`src/rtl/fetch_queue_if.sv`:
```
`default_nettype none
// +------------------------------------------------------------------------+
// | Module   : fetch_queue_if                                              |
// | Purpose  : Bundles the fetch queue's instruction-memory, redirect and  |
// |            decode-side signals. Names are given from the queue's point |
// |            of view (_i = into the queue, _o = out of the queue).       |
// | Modports : master - the fetch queue itself                             |
// |            slave  - the surrounding core (imem, branch unit, decode)   |
// | Signals  : pc_addr_o     fetch address to instruction memory          |
// |            instr_i       instruction word for pc_addr_o (comb.)        |
// |            redirect_i    flush + load new PC                           |
// |            redirect_pc_i redirect target                               |
// |            deq_ready_i   decode accepts head entry                     |
// |            instr_valid_o head entry valid                              |
// |            instr_o       head instruction                              |
// |            instr_pc_o    head fetch address                            |
// |            count_o       occupied entries                              |
// | Revision : 1.0 - initial release                                       |
// +------------------------------------------------------------------------+
interface fetch_queue_if;
   logic [31:0] pc_addr_o;
   logic [31:0] instr_i;
   logic        redirect_i;
   logic [31:0] redirect_pc_i;
   logic        deq_ready_i;
   logic        instr_valid_o;
   logic [31:0] instr_o;
   logic [31:0] instr_pc_o;
   logic [3:0]  count_o;

   modport master (
      output pc_addr_o, instr_valid_o, instr_o, instr_pc_o, count_o,
      input  instr_i, redirect_i, redirect_pc_i, deq_ready_i
   );

   modport slave (
      input  pc_addr_o, instr_valid_o, instr_o, instr_pc_o, count_o,
      output instr_i, redirect_i, redirect_pc_i, deq_ready_i
   );
endinterface
`default_nettype wire

```
`src/rtl/fetch_queue.sv`:
```
`default_nettype none
// +------------------------------------------------------------------------+
// | Module   : fetch_queue                                                 |
// | Purpose  : Instruction fetch PC generator plus a small circular queue  |
// |            of {fetch address, instruction} pairs feeding decode.       |
// |            One word is fetched per cycle whenever there is room (or    |
// |            the head is popped at the same edge). A redirect flushes    |
// |            the queue and reloads the PC.                               |
// | Ports    : clk_i  - clock, all state on rising edge                    |
// |            rst_i  - asynchronous active-high reset                     |
// |            bus    - fetch_queue_if.master (imem, redirect, decode)     |
// | Params   : DEPTH    - entry count, power of two in 2..8                |
// |            RESET_PC - PC loaded on reset                               |
// | Revision : 1.0 - initial release                                       |
// +------------------------------------------------------------------------+
module fetch_queue #(
   parameter int unsigned DEPTH    = 4,
   parameter logic [31:0] RESET_PC = 32'h0000_0000
) (
   input  wire logic     clk_i,
   input  wire logic     rst_i,
   fetch_queue_if.master bus
);

   localparam int unsigned      PTR_W     = (DEPTH > 1) ? $clog2(DEPTH) : 1;
   localparam int unsigned      CNT_W     = $clog2(DEPTH) + 1;
   localparam logic [CNT_W-1:0] C_DEPTH   = CNT_W'(DEPTH);
   localparam logic [CNT_W-1:0] C_CNT_ONE = CNT_W'(1);
   localparam logic [PTR_W-1:0] C_PTR_ONE = PTR_W'(1);

   // The PC is kept word-aligned by storing only bits [31:2]; this makes
   // the two low address bits structurally zero and the +4 step a +1.
   logic [31:2]      pc_q,     pc_d;
   logic [PTR_W-1:0] wr_ptr_q, wr_ptr_d;
   logic [PTR_W-1:0] rd_ptr_q, rd_ptr_d;
   logic [CNT_W-1:0] count_q,  count_d;

   // Entry storage needs no reset: the pointers and count define validity,
   // and the head outputs are forced to zero while empty.
   logic [31:0] ent_instr_q [DEPTH];
   logic [31:0] ent_pc_q    [DEPTH];

   logic not_empty;
   logic not_full;
   logic push;
   logic pop;

   assign not_empty = (count_q != '0);
   assign not_full  = (count_q != C_DEPTH);

   // A pop at the same edge frees the head slot, so a full queue can still
   // accept the word being fetched. The redirect blocks the push because the
   // word on instr_i belongs to the discarded path.
   assign pop  = not_empty && bus.deq_ready_i;
   assign push = !bus.redirect_i && (not_full || pop);

   // ---------------------------------------------------------------------
   // Next-state logic
   // ---------------------------------------------------------------------
   always_comb begin
      pc_d     = pc_q;
      wr_ptr_d = wr_ptr_q;
      rd_ptr_d = rd_ptr_q;
      count_d  = count_q;

      if (bus.redirect_i) begin
         // Flush wins over any pop this cycle; the consumer still keeps the
         // head it accepted, the queue just does not need to track it.
         pc_d     = bus.redirect_pc_i[31:2];
         wr_ptr_d = '0;
         rd_ptr_d = '0;
         count_d  = '0;
      end else begin
         if (push) begin
            // Power-of-two depth: pointer wrap is the natural overflow.
            wr_ptr_d = wr_ptr_q + C_PTR_ONE;
            pc_d     = pc_q + 30'd1;
         end
         if (pop) begin
            rd_ptr_d = rd_ptr_q + C_PTR_ONE;
         end
         if (push && !pop) begin
            count_d = count_q + C_CNT_ONE;
         end else if (pop && !push) begin
            count_d = count_q - C_CNT_ONE;
         end
      end
   end

   // ---------------------------------------------------------------------
   // Control state
   // ---------------------------------------------------------------------
   always_ff @(posedge clk_i or posedge rst_i) begin
      if (rst_i) begin
         pc_q     <= RESET_PC[31:2];
         wr_ptr_q <= '0;
         rd_ptr_q <= '0;
         count_q  <= '0;
      end else begin
         pc_q     <= pc_d;
         wr_ptr_q <= wr_ptr_d;
         rd_ptr_q <= rd_ptr_d;
         count_q  <= count_d;
      end
   end

   // ---------------------------------------------------------------------
   // Entry storage. When full with a pop, wr_ptr_q == rd_ptr_q: the old
   // head is read combinationally this cycle and overwritten at the edge.
   // ---------------------------------------------------------------------
   always_ff @(posedge clk_i) begin
      if (push) begin
         ent_instr_q[wr_ptr_q] <= bus.instr_i;
         ent_pc_q[wr_ptr_q]    <= {pc_q, 2'b00};
      end
   end

   // ---------------------------------------------------------------------
   // Outputs
   // ---------------------------------------------------------------------
   assign bus.pc_addr_o     = {pc_q, 2'b00};
   assign bus.instr_valid_o = not_empty;
   assign bus.instr_o       = not_empty ? ent_instr_q[rd_ptr_q] : 32'h0;
   assign bus.instr_pc_o    = not_empty ? ent_pc_q[rd_ptr_q]    : 32'h0;
   assign bus.count_o       = 4'(count_q);

endmodule
`default_nettype wire

```
`src/flat_wrapper.sv`:
```
// flat-port wrapper written by rule: the top's interface ports become plain ports
module fetch_queue_flat 
#(
   parameter int unsigned DEPTH    = 4,
   parameter logic [31:0] RESET_PC = 32'h0000_0000
)
  (clk_i, rst_i, bus_pc_addr_o, bus_instr_valid_o, bus_instr_o, bus_instr_pc_o, bus_count_o, bus_instr_i, bus_redirect_i, bus_redirect_pc_i, bus_deq_ready_i);
  fetch_queue_if bus_i ();
  input  wire logic clk_i;
  input  wire logic rst_i;
  output wire logic [$bits(bus_i.pc_addr_o)-1:0] bus_pc_addr_o;
  output wire logic [$bits(bus_i.instr_valid_o)-1:0] bus_instr_valid_o;
  output wire logic [$bits(bus_i.instr_o)-1:0] bus_instr_o;
  output wire logic [$bits(bus_i.instr_pc_o)-1:0] bus_instr_pc_o;
  output wire logic [$bits(bus_i.count_o)-1:0] bus_count_o;
  input wire logic [$bits(bus_i.instr_i)-1:0] bus_instr_i;
  input wire logic [$bits(bus_i.redirect_i)-1:0] bus_redirect_i;
  input wire logic [$bits(bus_i.redirect_pc_i)-1:0] bus_redirect_pc_i;
  input wire logic [$bits(bus_i.deq_ready_i)-1:0] bus_deq_ready_i;
  assign bus_pc_addr_o = bus_i.pc_addr_o;
  assign bus_instr_valid_o = bus_i.instr_valid_o;
  assign bus_instr_o = bus_i.instr_o;
  assign bus_instr_pc_o = bus_i.instr_pc_o;
  assign bus_count_o = bus_i.count_o;
  assign bus_i.instr_i = bus_instr_i;
  assign bus_i.redirect_i = bus_redirect_i;
  assign bus_i.redirect_pc_i = bus_redirect_pc_i;
  assign bus_i.deq_ready_i = bus_deq_ready_i;
  fetch_queue #(.DEPTH(DEPTH), .RESET_PC(RESET_PC)) u_core (.clk_i(clk_i), .rst_i(rst_i), .bus(bus_i));
endmodule
```
`config.mk`:
```
export PLATFORM = sky130hd
export DESIGN_NAME = fetch_queue_flat
export DESIGN_NICKNAME = d
export VERILOG_FILES = /design/src/rtl/fetch_queue_if.sv /design/src/rtl/fetch_queue.sv /design/src/flat_wrapper.sv
export SDC_FILE = /design/constraint.sdc
export NUM_CORES = 1
export LEC_CHECK = 0
export ABC_AREA = 0
export CAP_MARGIN = 20
export CORE_MARGIN = 2
export CORE_UTILIZATION = 45
export CTS_CLUSTER_DIAMETER = 120
export DETAILED_ROUTE_END_ITERATION = 10
export PLACE_DENSITY = 0.68
export SYNTH_ARGS = -nofsm -noshare
export SYNTH_HDL_FRONTEND = slang
export SYNTH_SLANG_ARGS = --single-unit
export TNS_END_PERCENT = 30
```
`constraint.sdc`:
```
create_clock -name clk_i -period 7.3 [get_ports clk_i]
set_input_delay 1.46 -clock clk_i [delete_from_list [all_inputs] [get_ports clk_i]]
set_output_delay 1.46 -clock clk_i [all_outputs]
set_load 0.01 [all_outputs]
```
* Word level (Yosys, flattened, before mapping) *
Memories as Yosys holds them, arrays and structs flattened.
Cells that the tools add are included.

cells by class
  add/subtract/negate cells = 5
  equality and inequality tests = 1
  multiplexer cells = 13
  reduce and logical (&&, ||, !) cells = 12

operator list
  kind                                              count
  2-to-1 mux 32 bit                                 2
  2-to-1 mux 30 bit                                 2
  adder 30 x 1 -> 30 bit, second input constant     1
  2-to-1 mux 3 bit                                  3
  2-to-1 mux 2 bit                                  4
  nonzero test 3 bit                                2
  adder 2 x 1 -> 2 bit, second input constant       2
  logical AND 1 bit                                 4
  nonzero test 2 bit                                2
  adder 3 x 1 -> 3 bit, second input constant       1
  logical NOT 1 bit                                 3
  != test 3 bit, second input constant              1
  subtractor 3 x 1 -> 3 bit, second input constant  1
  2-to-1 mux 1 bit                                  2
  logical OR 1 bit                                  1

storage, ports and cells
  register bits = 37
  RAM bits = 248
  output and inout port bits = 101
  memories kept = 2

memories
  name                depth  width  rd ports  clocked after memory_dff  wr ports  line               RTL
  u_core.ent_instr_q  4      32     1         0                         1         fetch_queue.sv:40  logic [31:0] ent_instr_q [DEPTH];
  u_core.ent_pc_q     4      30     1         0                         1         fetch_queue.sv:41  logic [31:0] ent_pc_q [DEPTH];

* Logic depth before layout (Yosys ltp) *
Gate-level depths: netlist (run 1).

  depth after elaboration = 9
  mapped depth = 9
  gate-level depth less buffers = 7

* Least setup slack after synthesis (run 1) *
No wires, ideal clock.

  path kind = in2reg
  start point = in bus_deq_ready_i
  end point = mem u_core.ent_instr_q[0][0] (enable)
  library setup time = 427 ps
  arrival time = 3834 ps
  path slack = 3039 ps
  stages on the path = 5
  path buffers = 3
  path through = buf_2 or4b_2 clkbuf_1 clkbuf_1 and3_1

on the way
  word-level cells in the longest chain between the ends = 5

ends and longest elaborated chain
  item                                    line                RTL
  start: declaration                      flat_wrapper.sv:19  input wire logic [$bits(bus_i.deq_ready_i)-1:0] bus_deq_ready_i;
  logical AND 1 bit                       fetch_queue.sv:54   assign pop = not_empty && bus.deq_ready_i;
  logical OR 1 bit                        fetch_queue.sv:55   assign push = !bus.redirect_i && (not_full || pop);
  logical AND 1 bit                       fetch_queue.sv:55
  2-to-1 mux 1 bit                        fetch_queue.sv:112  if (push) begin
  2-to-1 mux 1 bit (implied by the code)  fetch_queue.sv:113  ent_instr_q[wr_ptr_q] <= bus.instr_i;
  end: declaration                        fetch_queue.sv:40

No other way between the ends.

* Worst setup path in the final report (run 1) *
  start point = reg u_core.rd_ptr_q[0]
  end point = out bus_instr_pc_o[15]

on the way
  word-level cells in the longest chain between the ends = 2

ends and longest elaborated chain
  item                      line                RTL
  start: declaration        fetch_queue.sv:35   logic [PTR_W-1:0] rd_ptr_q, rd_ptr_d;
  start signal: assignment  fetch_queue.sv:102  rd_ptr_q <= rd_ptr_d;
  memory read (4 x 30 bit)  --
  2-to-1 mux 32 bit         fetch_queue.sv:124  assign bus.instr_pc_o = not_empty ? ent_pc_q[rd_ptr_q] : 32'h0;
  end: declaration          flat_wrapper.sv:14  output wire logic [$bits(bus_i.instr_pc_o)-1:0] bus_instr_pc_o;

No other way between the ends.

==> results of run 1 <==
-- registers in the layout, indices dropped and copies added, names as in the netlist --
register	count
u_core.count_q	3
u_core.ent_instr_q	128
u_core.ent_pc_q	120
u_core.pc_q	30
u_core.rd_ptr_q	2
u_core.wr_ptr_q	2
-- routing by layer --
metal  routed length, microns  track usage [%]
met4                      510             4.98
met2                    12200             31.7
met5                        0                0
met1                    10300             25.6
met3                     1660             2.51
-- cell families (layout without fill, tap and decap cells) --
logic type | Yosys count | in the layout | share of synthesized area (%)
xor gates and xnor gates | 12 | 12 | 0.903
and+or+nand+nor | 190 | 190 | 9.37
buffers and inverters | 53 | 233 | 2.02
AOI/OAI and AO/OA | 55 | 55 | 2.96
muxes | 63 | 63 | 12.1
adders and majority gates | 6 | 6 | 0.709
DFF | 285 | 285 | 71.9
other | 1 | 5 | 0.0322
-- path summary, 6_finish.rpt --
kind                       slack [ps]            endpoint               start
setup / recovery                 2490  bus_instr_pc_o[15]  u_core.rd_ptr_q[0]
hold / removal                    580  u_core.wr_ptr_q[1]  u_core.wr_ptr_q[1]
setup reg to reg                 4570   u_core.count_q[2]   u_core.count_q[1]
hold reg to reg                   580  u_core.wr_ptr_q[1]  u_core.wr_ptr_q[1]
max in group asynchronous        5570  u_core.rd_ptr_q[1]               rst_i
min in group asynchronous        1340     u_core.pc_q[13]               rst_i
-- worst max-delay path, cell delays in order, from the launching register on --
cell and delay (ps):
dfrtp_4 1020, buf_4 550, mux4_2 550, and2_1 160, clkdlybuf4s50_1 520
-- synth_stat cells, drive strengths merged, types with 4 or more instances --
master  count  area [sq um]
or3         6          37.5
inv        11          41.3
xor2        9          78.8
edfxtp    248          7450
nor4        6          37.5
buf        15          92.6
ha          5          62.6
nand3      14          75.1
dfrtp      37           926
a21oi       7          35.0
nor2       22          82.6
o21ai      15          75.1
o31ai      10          75.1
mux4       62          1400
nand2      34           128
nand4      10          62.6
a31oi      15          93.8
and2       63           394
and3       10          62.6
clkbuf     27           101
or4        15           116
o211ai      4          30.0
-- final cells by class --
| class | count | area (sq um) | area share (%) |
|---|---|---|---|
| Inverter | 11 | 41.3 | 0.283 |
| Clock buffer | 48 | 910 | 6.22 |
| Sequential cell | 285 | 8380 | 57.3 |
| Clock inverter | 8 | 119 | 0.813 |
| Timing Repair Buffer | 166 | 1680 | 11.5 |
| Multi-Input combinational cell | 331 | 3070 | 21.0 |
| Tap cell | 330 | 413 | 2.83 |
-- per-stage QoR --
| step | area, sq um | total power, mW |
|---|---|---|
| final | 14600 | 4.96 |
| after global routing | 14600 | 5.19 |
| after CTS | 14600 | 5.02 |
| after detailed placement | 13600 | 3.48 |
| after global placement | 13500 | 3.43 |
| after floorplan | 11700 | 2.81 |
-- where the power goes --
group          leakage (nW)  internal (mW)  total (mW)  switching [mW]
clock network         0.507          0.955        1.54           0.589
logic                  1.59          0.730        1.27           0.541
registers              2.71           1.97        2.14           0.171
total                  4.81           3.66        4.96            1.30
==> summary.md, run 1 <==
| Metric | Value |
|---|---|
| Hold_ws | 582 ps |
| Ant. Diodes | 0 |
| Post-Layout Cell Count | 1179 |
| CTS root buf | clkbuf_16 |
| Vias | 6632 |
| Share of layout cells above drive strength 1 | 14.7% |
| Hold Fails Final Rpt | 0 |
| Ports | 169 |
| CTS clk-pin slew, worst paths | 60 ps |
| Setup TNS | 0 ps |
| RSZ-0062 raised after global routing | no |
| Number of synthesized register bits | 285 |
| NumNets Final | 899 |
| CTS Buffer Depth | 3 |
| HP Class | flip-flop to flip-flop |
| Pre-CTS setup slack | 2830 ps |
| Max_cap viols | 0 |
| H-tree depth | 1 |
| Hold depth | 2 |
| Worst VDD drop | 0.181 mV |
| Die area | 27200 sq um |
| Period utilization | 65.8% |
| Asr flop ratio synth | 13.0% |
| Setup violators final | 0 |
| Row cnt | 58 |
| Vias per std cell | 5.63 |
| Worst-Skew Late Latency | 540 ps |
| Worst Setup Slack, final | 2490 ps |
| Most common cell after layout, fill and taps aside | edfxtp_1 |
| Critical path arrival | 3350 ps |
| Setup Buffers After CTS | 0 |
| GRT Total Usage | 18.7% |
| Filler Cell Count | 1932 |
| DR pass1 iterations | 6 |
| CTS hold repair buffers | 0 |
| Required @ worst endpoint | 5840 ps |
| Core footprint | 25300 sq um |
| CTS sink cnt | 285 |
| WS Path Type | flip-flop to output pin |
| Initial antenna violation count | 0 |
| CTS Buf Count | 30 |
| Post-synthesis instance area | 11600 sq um |
| First-pass GRT wire length | 38.8 mm |
| Synth Instances | 665 |
| Post-synth EDFFs | 248 |
| Syn avg cell area | 17.5 sq um |
| Critical Path Sink Type | output pin |
| Largest net degree at the start of global routing | 64 |
| Die Span X | 165 microns |
| Register area share after synthesis | 71.9% |
| Dpl hpwl | 14.5 mm |
| Remaining DRCs | 0 |
| Commonest non-fill, non-tap cells in the layout | edfxtp_1 (248), clkdlybuf4s50_1 (161), and2_1 (63) |
| Leak | 4.81 nW |
| Initial DRC count | 503 |
| Vias in the first global route | 6929 |
| Final Max Tran Viols | 0 |
| Distinct cells, synth | 43 |
| Final min period | 4810 ps |
| TritonCTS clock tree | yes |
| Cell Pwr Density | 339 nW/um^2 |
| R2r worst-path depth | 6 |
| Global route overflow | 0 |
| Drt wl/cell | 21.0 microns |
| Port Buffers | 161 |
| Startpoint Class | flip-flop |
| Slew Limit Headroom | 31.8% |
| Main synth FF type | edfxtp_1 |
| Ys Warns | 0 |
| Placed Cells | 1122 |
| Post-CTS resize count | 0 |
| Layout area overhead | 25.5% |
| Post-DRT Antenna Nets | 0 |
| Initial Utilization | 46.0% |
| Worst-Margin Slew | 1020 ps |
| GPL Wtd Cong | 0.823 |
| Max Clock Freq | 208 MHz |
| Die H | 165 microns |
| Outcome | complete, no violations |
| Worst-path fanout max | 43 |
| Total Wirelength | 24.8 mm |
| Final core occ | 57.7% |
| Worst Skew | 17.6 ps |
Power figures use the tool's default switching activity.
==> run 2: changes to the inputs <==
--- a/config.mk
+++ b/config.mk
@@ -11,7 +11,7 @@
 export CORE_UTILIZATION = 45
 export CTS_CLUSTER_DIAMETER = 120
 export DETAILED_ROUTE_END_ITERATION = 10
-export PLACE_DENSITY = 0.68
+export PLACE_DENSITY = 0.71
 export SYNTH_ARGS = -nofsm -noshare
 export SYNTH_HDL_FRONTEND = slang
 export SYNTH_SLANG_ARGS = --single-unit
==> constraint.sdc (replaced) <==
create_clock -name clk_i -period 3.9 [get_ports clk_i]
set_input_delay 0.78 -clock clk_i [delete_from_list [all_inputs] [get_ports clk_i]]
set_output_delay 0.78 -clock clk_i [all_outputs]
set_load 0.01 [all_outputs]
==> summary.md, run 2 (synthesis gave the netlist of run 1 again) <==
| Metric | Value |
|---|---|
| Total power | 9.15 mW |
| Hold Fails Final Rpt | 0 |
| DR pass1 iterations | 5 |
| Max Clock Freq | 276 MHz |
| GR Util met3 | 3.01% |
| Worst Skew | 14.5 ps |
| GR Util met2 | 28.9% |
| CTS clk-pin slew, worst paths | 60 ps |
| Critical Path Sink Type | output pin |
| Core footprint | 25300 sq um |
| First-pass GRT wire length | 36.7 mm |
| Initial DRC count | 527 |
| Layout area overhead | 25.7% |
| CTS Buffer Depth | 3 |
| Cell Pwr Density | 625 nW/um^2 |
| Max_cap viols | 0 |
| Die area | 27200 sq um |
| GRT busiest layer | met2 |
| Period utilization | 92.8% |
| Row cnt | 58 |
| Most common cell after layout, fill and taps aside | edfxtp_1 |
| Largest net degree at the start of global routing | 66 |
| Worst-Skew Late Latency | 540 ps |
| Drt wl/cell | 20.2 microns |
| Remaining DRCs | 0 |
| Worst-Margin Slew | 993 ps |
| Vias per std cell | 5.40 |
| Share of layout cells above drive strength 1 | 15.4% |
| Worst VDD drop | 0.363 mV |
| Post-Layout Cell Count | 1183 |
| Initial antenna violation count | 0 |
| Global route overflow | 0 |
| Final Max Tran Viols | 0 |
| Total Wirelength | 23.9 mm |
| Final min period | 3620 ps |
| Setup violators final | 0 |
| Critical path arrival | 2840 ps |
| WS Path Type | flip-flop to output pin |
| Largest register by flop count | u_core.ent_instr_q |
| Setup TNS | 0 ps |
| Placed Cells | 1126 |
| Post-CTS resize count | 0 |
| RSZ-0062 raised after global routing | no |
| Number of flip-flops in the largest register | 128 |
| Worst-path fanout max | 65 |
| Setup Buffers After CTS | 0 |
| Die H | 165 microns |
| CTS hold repair buffers | 0 |
| CTS sink cnt | 285 |
| CTS root buf | clkbuf_16 |
| Required @ worst endpoint | 3120 ps |
| Ant. Diodes | 0 |
| Dpl hpwl | 13.9 mm |
| Ports | 169 |
| Leak | 4.81 nW |
| Post-DRT Antenna Nets | 0 |
| H-tree depth | 1 |
| TritonCTS clock tree | yes |
| Largest regs | u_core.ent_instr_q: 128 flops, u_core.ent_pc_q: 120 flops, u_core.pc_q: 30 flops |
| GR Layer Usage met1 | 25.7% |
| NumNets Final | 903 |
| Vias in the first global route | 6327 |
| CTS Buf Count | 30 |
| GPL Wtd Cong | 0.767 |
| Outcome | complete, no violations |
| Vias | 6394 |
| HP Class | primary input to async pin |
| Port Buffers | 161 |
| GRT Total Usage | 17.8% |
| Initial Utilization | 46.0% |
| Commonest non-fill, non-tap cells in the layout | edfxtp_1 (248), clkdlybuf4s50_1 (161), and2_1 (63) |
| Startpoint Class | flip-flop |
| Die Span X | 165 microns |
| Slew Limit Headroom | 33.8% |
-- run 2: changes by cell type in the layout (fill, tap and decap cells not counted), sizes merged --
cell / delta
inv: -1
clkinv: +5
clkbuf: -5
bufinv: -1
clkinvlp: +2
buf: +4
-- run 2: worst paths after layout --
path                               startpoint                 end  slack, ps  cells after the start
setup / recovery            u_core.count_q[1]  bus_instr_pc_o[18]        280                      3
hold / removal                          rst_i     u_core.pc_q[14]        480                      2
setup reg to reg            u_core.count_q[1]   u_core.count_q[1]       1210                      7
hold reg to reg            u_core.wr_ptr_q[1]  u_core.wr_ptr_q[1]        580                      2
max in group asynchronous               rst_i     u_core.pc_q[19]       2910                      3
min in group clk_i         u_core.wr_ptr_q[1]  u_core.wr_ptr_q[1]        580                      2
-- run 2: worst max-delay path, cell delays in order, from the launching register on --
cell and delay (ps):
dfrtp_1 500, or3_2 950, and2_1 330, clkdlybuf4s50_1 480
-- run 2: where the power goes --
| group | leakage, nW | switching, mW | internal (mW) | total [mW] |
|---|---|---|---|---|
| clock network | 0.488 | 1.12 | 1.68 | 2.81 |
| registers | 2.71 | 0.199 | 3.69 | 3.89 |
| logic | 1.62 | 1.08 | 1.38 | 2.46 |
| total | 4.81 | 2.41 | 6.75 | 9.15 |
-- run 2: final cells by class --
| class | instances | area [sq um] |
|---|---|---|
| Multi-Input combinational cell | 331 | 3070 |
| Fill cell | 1938 | 10700 |
| Timing Repair Buffer | 170 | 1740 |
| Clock buffer | 43 | 871 |
| Clock inverter | 13 | 126 |
| Sequential cell | 285 | 8380 |
| Tap cell | 330 | 413 |
| Inverter | 11 | 41.3 |
-- run 2: layer usage --
layer / routed length (microns) / share of wire [%]
met3: 1600 / 6.7
met1: 10500 / 44
met2: 11500 / 48
met4: 339 / 1.4
met5: 0 / 0
-- run 2: stage by stage --
| stage | setup slack, ps | area, sq um | hold WS (ps) | util [%] |
|---|---|---|---|---|
| 2_1_floorplan | 319 | 11700 | 538 | - |
| 3_3_place_gp | 808 | 13600 | 561 | 53.7 |
| 3_5_place_dp | 785 | 13600 | 566 | 53.7 |
| 4_1_cts | 203 | 14600 | 575 | 57.7 |
| 5_1_grt | 93.7 | 14600 | 511 | 57.8 |
| 6_report | 280 | 14600 | 480 | 57.8 |
